$ cat config.mk
export PLATFORM = sky130hd
export DESIGN_NAME = dot_product_unit
export DESIGN_NICKNAME = d
export VERILOG_FILES = /design/src/rtl/dot_product_unit.sv
export SDC_FILE = /design/constraint.sdc
export NUM_CORES = 1
export LEC_CHECK = 0
export ABC_AREA = 1
export CAP_MARGIN = 10
export CORE_ASPECT_RATIO = 0.9
export CORE_MARGIN = 3
export CORE_UTILIZATION = 40
export CTS_BUF_LIST = sky130_fd_sc_hd__clkbuf_4 sky130_fd_sc_hd__clkbuf_8
export CTS_CLUSTER_SIZE = 30
export DETAILED_ROUTE_END_ITERATION = 6
export PLACE_DENSITY = 0.6
export SLEW_MARGIN = 25
export SYNTH_ARGS = -nofsm -noshare
export SYNTH_HDL_FRONTEND = slang
export SYNTH_SLANG_ARGS = --single-unit
$ cat constraint.sdc
create_clock -name clk -period 6.3 [get_ports clk]
set_input_delay 1.26 -clock clk [delete_from_list [all_inputs] [get_ports clk]]
set_output_delay 1.26 -clock clk [all_outputs]
set_load 0.005 [all_outputs]
$ cat src/rtl/dot_product_unit.sv
// Streaming signed dot-product stage: one w/x pair per beat, one sum per row.
// Define DPU_SATURATE_EN for saturating adds with a sticky src_sat flag.
module dot_product_unit #(
  parameter int DATA_W = 8,
  parameter int ACC_W  = 32,
  parameter int CNT_W  = 16
) (
  input  logic                clk,
  input  logic                rst,
  input  logic                snk_vld,
  output logic                snk_rdy,
  input  logic [2*DATA_W-1:0] snk_data,
  input  logic                snk_last,
  output logic                src_vld,
  input  logic                src_rdy,
  output logic [ACC_W-1:0]    src_data,
  output logic [CNT_W-1:0]    src_cnt,
  output logic                src_sat,
  output logic                busy
);

  typedef enum logic {IDLE, ACCUM} state_t;

  state_t state;

  logic signed [DATA_W-1:0]   w;
  logic signed [DATA_W-1:0]   x;
  logic signed [2*DATA_W-1:0] prod;
  logic signed [ACC_W-1:0]    prod_ext;
  logic signed [ACC_W-1:0]    acc;
  logic signed [ACC_W-1:0]    base;
  logic signed [ACC_W-1:0]    sum_wrap;
  logic signed [ACC_W-1:0]    sum_next;
  logic [CNT_W-1:0]           cnt;
  logic [CNT_W-1:0]           cnt_next;
  logic                       first;
  logic                       accept;
  logic                       acc_load;
  logic                       res_load;

  assign w        = snk_data[DATA_W-1:0];
  assign x        = snk_data[2*DATA_W-1:DATA_W];
  assign prod     = w * x;
  assign prod_ext = ACC_W'(prod);

  assign snk_rdy  = !src_vld || src_rdy;
  assign accept   = snk_vld && snk_rdy;
  assign acc_load = accept && !snk_last;
  assign res_load = accept && snk_last;
  assign busy     = (state == ACCUM);
  assign first    = (state == IDLE);

  assign base     = first ? '0 : acc;
  assign sum_wrap = base + prod_ext;

  assign cnt_next = first ? CNT_W'(1)
                  : (&cnt) ? cnt
                  : cnt + 1'b1;

`ifdef DPU_SATURATE_EN
  localparam logic signed [ACC_W-1:0] SUM_MAX =
    {1'b0, {(ACC_W-1){1'b1}}};
  localparam logic signed [ACC_W-1:0] SUM_MIN =
    {1'b1, {(ACC_W-1){1'b0}}};

  logic ovf;
  logic sat_acc;
  logic sat_next;

  // Overflow only when both addends share a sign the sum lacks.
  assign ovf = (base[ACC_W-1] == prod_ext[ACC_W-1])
            && (sum_wrap[ACC_W-1] != base[ACC_W-1]);

  assign sum_next = !ovf ? sum_wrap
                  : base[ACC_W-1] ? SUM_MIN
                  : SUM_MAX;

  assign sat_next = (!first && sat_acc) || ovf;

  always_ff @(posedge clk) begin
    if (rst) begin
      sat_acc <= 1'b0;
      src_sat <= 1'b0;
    end else begin
      if (acc_load) sat_acc <= sat_next;
      if (res_load) src_sat <= sat_next;
    end
  end
`else
  assign sum_next = sum_wrap;
  assign src_sat  = 1'b0;
`endif

  always_ff @(posedge clk) begin
    if (rst) begin
      state    <= IDLE;
      acc      <= '0;
      cnt      <= '0;
      src_vld  <= 1'b0;
      src_data <= '0;
      src_cnt  <= '0;
    end else begin
      // A new result overrides the clear so accept+load has no bubble.
      if (res_load) begin
        src_vld  <= 1'b1;
        src_data <= sum_next;
        src_cnt  <= cnt_next;
        state    <= IDLE;
      end else if (src_vld && src_rdy) begin
        src_vld  <= 1'b0;
      end
      if (acc_load) begin
        acc   <= sum_next;
        cnt   <= cnt_next;
        state <= ACCUM;
      end
    end
  end

endmodule

==> results of run 1 <==
[cell families after synthesis]
family	Yosys count	synth area share, %
other	1	0.03702
adders and majority gates	207	35.65
buffers and inverters	326	12.48
AOI/OAI and AO/OA	147	8.660
xor gates and xnor gates	23	1.989
DFF	98	19.37
and+or+nand+nor	542	21.82
[synthesized netlist by cell type (all sizes together)]
library cell,number,share of area (%)
nand2,397,15
inv,278,10
fa,136,27
dfxtp,98,19
ha,71,8.8
nor2,71,2.7
o21ai,68,3.7
nand3,51,2.8
a21oi,39,1.9
clkbuf,31,1.1
buf,15,0.94
o21a,14,1.0
xnor2,12,1.0
xor2,11,0.95
nand4,10,0.68
a22o,9,0.78
o21bai,9,0.67
nor3,7,0.40
o211ai,7,0.52
and2,2,0.12
clkinv,2,0.086
nand3b,2,0.15
a21o,1,0.074
conb,1,0.037
nor3b,1,0.074
or2,1,0.062
[layout by cell type (no fill, tap or decap), types with 8 or more instances in the layout]
| cell type | synthesis | final |
|---|---|---|
| nand2_1 | 395 | 395 |
| inv_1 | 277 | 277 |
| fa_1 | 136 | 136 |
| dfxtp_1 | 98 | 97 |
| buf_4 | 2 | 80 |
| ha_1 | 71 | 71 |
| clkdlybuf4s50_1 | 0 | 70 |
| nor2_1 | 67 | 66 |
| o21ai_0 | 50 | 50 |
| nand3_1 | 47 | 47 |
| a21oi_1 | 39 | 39 |
| o21a_1 | 14 | 14 |
| xnor2_1 | 12 | 12 |
| xor2_1 | 11 | 11 |
| o21ai_1 | 10 | 10 |
| o21bai_1 | 9 | 9 |
| nand4_1 | 9 | 9 |
| a22o_1 | 9 | 9 |
| clkbuf_8 | 0 | 9 |
| o21ai_2 | 8 | 8 |
| buf_12 | 1 | 8 |
[worst min-delay path, delay by kind of cell (launching register included)]
family           cells  cell delay (ps)
and+or+nand+nor      2              100
DFF                  1              320
[stage by stage]
step	TNS, ps	area, µm²	cells	setup WS, ps	utilization, %
CTS	0	12060	1809	215.0	49.05
global route	0	12070	1809	22.96	49.08
floorplan	0	10130	1344	162.9	-
detailed placement	-360.4	11820	1793	-197.5	48.05
global placement	-295.3	11820	1793	-169.3	48.05
finish	0	12070	1809	330.8	49.08
[final cells by class]
cell class / count / area share [%]
multi-input combinational: 920 / 57.29
sequential: 98 / 16.26
inverter: 280 / 8.717
timing repair buffer: 159 / 12.21
clock inverter: 5 / 0.8914
clock buffer: 11 / 1.150
tap: 336 / 3.483
[where the power goes]
group | internal [mW] | switching, mW | total [mW]
Combinational | 2.18 | 2.81 | 4.99
Sequential | 0.743 | 0.0867 | 0.830
Clock | 0.276 | 0.230 | 0.507
Total | 3.20 | 3.12 | 6.33
[sequential cells by signal, indices dropped and copies added, names as in the netlist]
signal    cells
src_vld       1
src_data     32
cnt          16
busy          1
src_cnt      16
acc          32
[per-layer routing]
metal / up-vias / track usage (%) / share of wire (%)
li1: 4301 / - / -
met1: 3989 / 26.95 / 48
met2: 148 / 33.23 / 46
met3: 30 / 2.508 / 3.1
met4: 0 / 5.781 / 2.3
met5: - / 0 / 0
[how the worst max path moves through the flow]
stage	startpoint	endpoint	slack [ps]	cells after the start
floorplan	snk_data[8]	acc[21]	160	20
global placement	snk_data[9]	acc[29]	-170	22
detailed placement	snk_data[9]	acc[29]	-200	22
CTS	snk_data[9]	acc[29]	210	22
global route	snk_data[7]	acc[22]	20	20
finish	snk_data[7]	acc[22]	330	21
==> metrics, run 1 <==
status=completed; CTS buffer count=9; Post-CTS Setup Bufs=0; area delta synth->final=19.18%; via count=approximately 8500; total power draw=6.328 mW; Avg Synthesized Cell Area=7.536 µm²; Static Leakage=6.608 nW; die width=between 150 and 200 µm; R2R depth=20; Synth Instances=1344; gpl congestion=0.9066; Worst Hold Slack=approximately 460 ps; pin count of the biggest net entering global routing=65; Diodes inserted=0; Starting Density=41.18%; DRT iter0 DRCs=~380; Core ar.=24590 µm²; critical path launch point type=input port; Cell Pwr Density=524.2 nW/µm²; Setup-failing EPs final=0; Critical Path Most Common Cell=nand2_1; number of global-route vias before repair=8774; Residual DRC=0; worst r2r dst=acc[29]; IO Count=73; Tmin final=5969 ps; worst hold start=src_cnt[0]; CP top delay family=adder cells; global route overflow=0; drt pass-1 iters=5; GRT Total Usage=19.75%; H-tree Lvls=3; VDD IR-drop max=~0.42 mV; FF+latch count, synth=98; CTS tree=done; distinct cell type count after synthesis=39; Crit Path Class=input port to flop; die height=157.0 µm; drt wl/cell=~14 µm; dpl hpwl=21070 µm; Post-Syn Nets=about 1600; CP max stage delay=580 ps; layout cells sized above 1=8.826%; post-CTS sizing=0; Crit-path slowest cell=clkdlybuf4s50_1; flop2flop setup slack=1110 ps; maximum root-to-sink buffer count=2; Reg area=1963 µm²; final WL=25450 µm; clock latency on the worst-skew pair=360 ps; CP Max Fanout=5; period utilization=94.75%; area taken by multi-input logic gates=6915 µm²; Worst slew margin=38.22%; Max Cap Viol=0; worst path arrival time=6230 ps; Worst Tran Pin Value=~900 ps; clk sinks=between 90 and 100; Routed Antenna Nets=0; Hold/Removal Path Class=flop to flop; hold-fix buffer count after cts=0; clock root cell=clkbuf_8; Vias/cell=4.681; Filler Cells Inserted=between 2000 and 3000; Worst Path Buf+Inv=6; clock-pin transition on the worst setup and hold timing paths=100 ps; crit path capture type=flop; clk_skew=12.08 ps; crit path cell chain=clkdlybuf4s50_1 > buf_4 > nand2_1 > fa_1 > buf_4 > fa_1 > inv_1 > fa_1 > fa_1 > ha_1 > ha_1 > nand2_1 > inv_1 > a21oi_1 > nand3_1 > nand2_1 > nand2_1 > nand2_1 > nand2_1 > o21bai_1 > inv_1; initial antenna violation count=0; Ys Warns=0; final hold vios=0; register area share after synthesis=19.37%; WHS Endpoint=src_cnt[0]; nets@finish=1696; mapped cell area=10130 µm²; Final Max Slew Viols=0; first-pass GRT wire length=44270 µm; row count=54; die footprint=between 20000 and 30000 µm²; r2r startpoint=busy; unrepaired setup endpoints after global routing=false; Required @ worst endpoint=6560 ps; Worst Hold Depth=2; I/O Buffers=71; Peak Freq=167.5 MHz
No activity file was read; power rests on OpenSTA's default activity.
==> run 2: changes to the inputs <==
--- a/config.mk
+++ b/config.mk
@@ -13,7 +13,9 @@
 export CTS_BUF_LIST = sky130_fd_sc_hd__clkbuf_4 sky130_fd_sc_hd__clkbuf_8
 export CTS_CLUSTER_SIZE = 30
 export DETAILED_ROUTE_END_ITERATION = 6
+export MAX_ROUTING_LAYER = met4
 export PLACE_DENSITY = 0.6
+export SETUP_SLACK_MARGIN = 0.15
 export SLEW_MARGIN = 25
 export SYNTH_ARGS = -nofsm -noshare
 export SYNTH_HDL_FRONTEND = slang
==> metrics, run 2 (synthesized netlist as in run 1, its figures left out) <==
clock-pin transition on the worst setup and hold timing paths=100 ps (about the same); Starting Density=41.18% (unchanged); row count=54 (unchanged); crit path cell chain=clkdlybuf4s50_1 > buf_4 > nand2_1 > inv_1 > buf_12 > buf_12 > fa_1 > fa_1 > inv_1 > fa_1 > inv_1 > fa_1 > ha_1 > ha_2 > nand2_1 > nor2_1 > nand2_1 > nor3b_2 > nand2_1 > nand3_1 > nand3_1 > nand2_1 > inv_1 (was clkdlybuf4s50_1 > buf_4 > nand2_1 > fa_1 > buf_4 > fa_1 > inv_1 > fa_1 > fa_1 > ha_1 > ha_1 > nand2_1 > inv_1 > a21oi_1 > nand3_1 > nand2_1 > nand2_1 > nand2_1 > nand2_1 > o21bai_1 > inv_1); Post-Route Utilization=49.22% (was 49.08%); Worst slew margin=36.91% (was 38.22%); gpl congestion=0.9079 (was 0.9066); die height=157.0 µm (unchanged); Cell Pwr Density=526.2 nW/µm² (was 524.2 nW/µm²); Setup-failing EPs final=0 (unchanged); Critical Path Most Common Cell=nand2_1 (unchanged); drt wl/cell=14.24 µm (was 14.07 µm); drt pass-1 iters=7 (was 5); Worst Tran Pin Value=945.3 ps (was 925.6 ps); H-tree Lvls=3 (unchanged); GRT Total Usage=20.43% (was 19.75%); worst r2r dst=acc[29] (unchanged); critical path launch point type=input port (unchanged); Filler Cells Inserted=2462 (was 2511); clk sinks=98 (unchanged); Routed Antenna Nets=0 (unchanged); Crit Path Class=input port to flop (unchanged); flop2flop setup slack=1120 ps (was 1110 ps); Psw=3.190 mW (was 3.123 mW); unrepaired setup endpoints after global routing=true (was false); Finished Cell Area=12100 µm² (was 12070 µm²); DRT iter0 DRCs=392 (was 377); CTS tree=done (unchanged); Crit. Startpoint=snk_data[7] (unchanged); pin count of the biggest net entering global routing=86 (was 65); Final Max Slew Viols=0 (unchanged); commonest non-fill, non-tap cell in the layout=nand2_1 (unchanged); VDD IR-drop max=0.3093 mV (was 0.4230 mV); nets@finish=1701 (was 1696); final WL=25830 µm (was 25450 µm); layout cells sized above 1=9.743% (was 8.826%); initial antenna violation count=0 (unchanged); post-CTS sizing=0 (unchanged); Non-Filler Instances=1814 (was 1809); Residual DRC=0 (unchanged); final hold vios=0 (unchanged); Core ar.=24590 µm² (unchanged); Post-CTS Setup Bufs=0 (unchanged); Critical Path Sink=acc[29] (was acc[22]); via count=8545 (was 8468); hold-fix buffer count after cts=0 (unchanged); die footprint=27270 µm² (unchanged); total power draw=6.369 mW (was 6.328 mW); most frequent cells in the layout=394 x nand2_1, 277 x inv_1, 136 x fa_1 (was 395 x nand2_1, 277 x inv_1, 136 x fa_1); Static Leakage=6.596 nW (was 6.608 nW); Comb power frac=80.5% (was 78.9%); CP max stage delay=560 ps (was 580 ps); crit path capture type=flop (unchanged); Required @ worst endpoint=6580 ps (was 6560 ps); clock root cell=clkbuf_8 (unchanged); period utilization=94.85% (was 94.75%); Peak Freq=167.3 MHz (was 167.5 MHz); first-pass GRT wire length=43990 µm (was 44270 µm); leading registers by flop count=acc x32, src_data x32 (unchanged); Tmin final=5976 ps (was 5969 ps); clk_skew=20.44 ps (was 12.08 ps); Vias/cell=4.711 (was 4.681); Placed Area=11860 µm² (was 11820 µm²); Int Power=3.179 mW (was 3.204 mW); CTS buffer count=9 (unchanged); worst path arrival time=6250 ps (was 6230 ps); number of global-route vias before repair=8782 (was 8774); IO Count=73 (unchanged); maximum root-to-sink buffer count=2 (unchanged); Max Cap Viol=0 (unchanged); switching part of the total=50.09% (was 49.36%); status=completed (unchanged); DP Cell Count=1798 (was 1793); CP Max Fanout=17 (was 5); setup_tns=0 ps (unchanged); Sequential Power Share=13.0% (was 13.1%); I/O Buffers=71 (unchanged); Hold/Removal Path Class=flop to flop (unchanged); clock latency on the worst-skew pair=370 ps (was 360 ps); Clock Power Share=6.5% (was 8.0%); area delta synth->final=19.51% (was 19.18%); dpl hpwl=21200 µm (was 21070 µm); r2r startpoint=busy (unchanged); Crit-path slowest cell=clkdlybuf4s50_1 (unchanged); die width=173.7 µm (unchanged); Diodes inserted=0 (unchanged); global route overflow=0 (unchanged); R2R depth=20 (unchanged)
run 2: cell type report:
| class | count | area [µm²] | area share [%] |
|---|---|---|---|
| multi-input combinational | 920 | 6964 | 57.54 |
| sequential | 98 | 1963 | 16.22 |
| timing repair buffer | 164 | 1509 | 12.47 |
| inverter | 280 | 1052 | 8.693 |
| tap | 336 | 420.4 | 3.473 |
| clock buffer | 10 | 137.6 | 1.137 |
| clock inverter | 6 | 57.56 | 0.4755 |
run 2: worst min-delay path by stage:
stage | endpoint | cells after the start | start | slack [ps]
after floorplan | src_cnt[0] | 2 | src_cnt[0] | 450
after global placement | src_data[18] | 2 | src_data[18] | 440
after detailed placement | src_data[22] | 2 | src_data[22] | 440
after CTS | src_cnt[9] | 2 | src_cnt[9] | 460
after global routing | src_data[22] | 2 | src_data[22] | 480
final | src_cnt[9] | 2 | src_cnt[9] | 460
run 2: metrics by stage:
stage          setup WS [ps]  hold WS, ps
3_3_place_gp          -116.7        440.8
6_report               324.4        463.2
4_1_cts                269.0        464.1
3_5_place_dp          -105.0        438.2
2_1_floorplan          162.9        447.0
5_1_grt                105.4        483.0
run 2: power by group through the flow:
stage                     clock network (mW)  registers [mW]  logic, mW
final                                  0.413           0.830       5.13
after global routing                   0.447           0.844       5.83
after CTS                              0.423           0.830       5.09
after detailed placement                   0           0.841       5.05
after global placement                     0           0.843       4.99
after floorplan                            0           0.818       3.11
run 2: worst max-delay path: cells and delay by family:
kind                       cells  cell delay (ps)
adders and majority gates      6             2610
buffers and inverters          8             1310
and+or+nand+nor                9             1040
run 2: per-layer routing:
metal | wire [µm] | GRT usage (%)
met5 | 0 | -
met4 | 550 | 4.786
met3 | 854 | 2.557
met2 | 12130 | 34.01
met1 | 12300 | 26.87
==> run 3: changes to the inputs <==
--- a/config.mk
+++ b/config.mk
@@ -16,6 +16,7 @@
 export MAX_ROUTING_LAYER = met4
 export PLACE_DENSITY = 0.6
 export SETUP_SLACK_MARGIN = 0.15
+export SKIP_CTS_REPAIR_TIMING = 1
 export SLEW_MARGIN = 25
 export SYNTH_ARGS = -nofsm -noshare
 export SYNTH_HDL_FRONTEND = slang
==> results of run 3 <==
No change in the layout: final DEF, timing and power equal those of run 2.
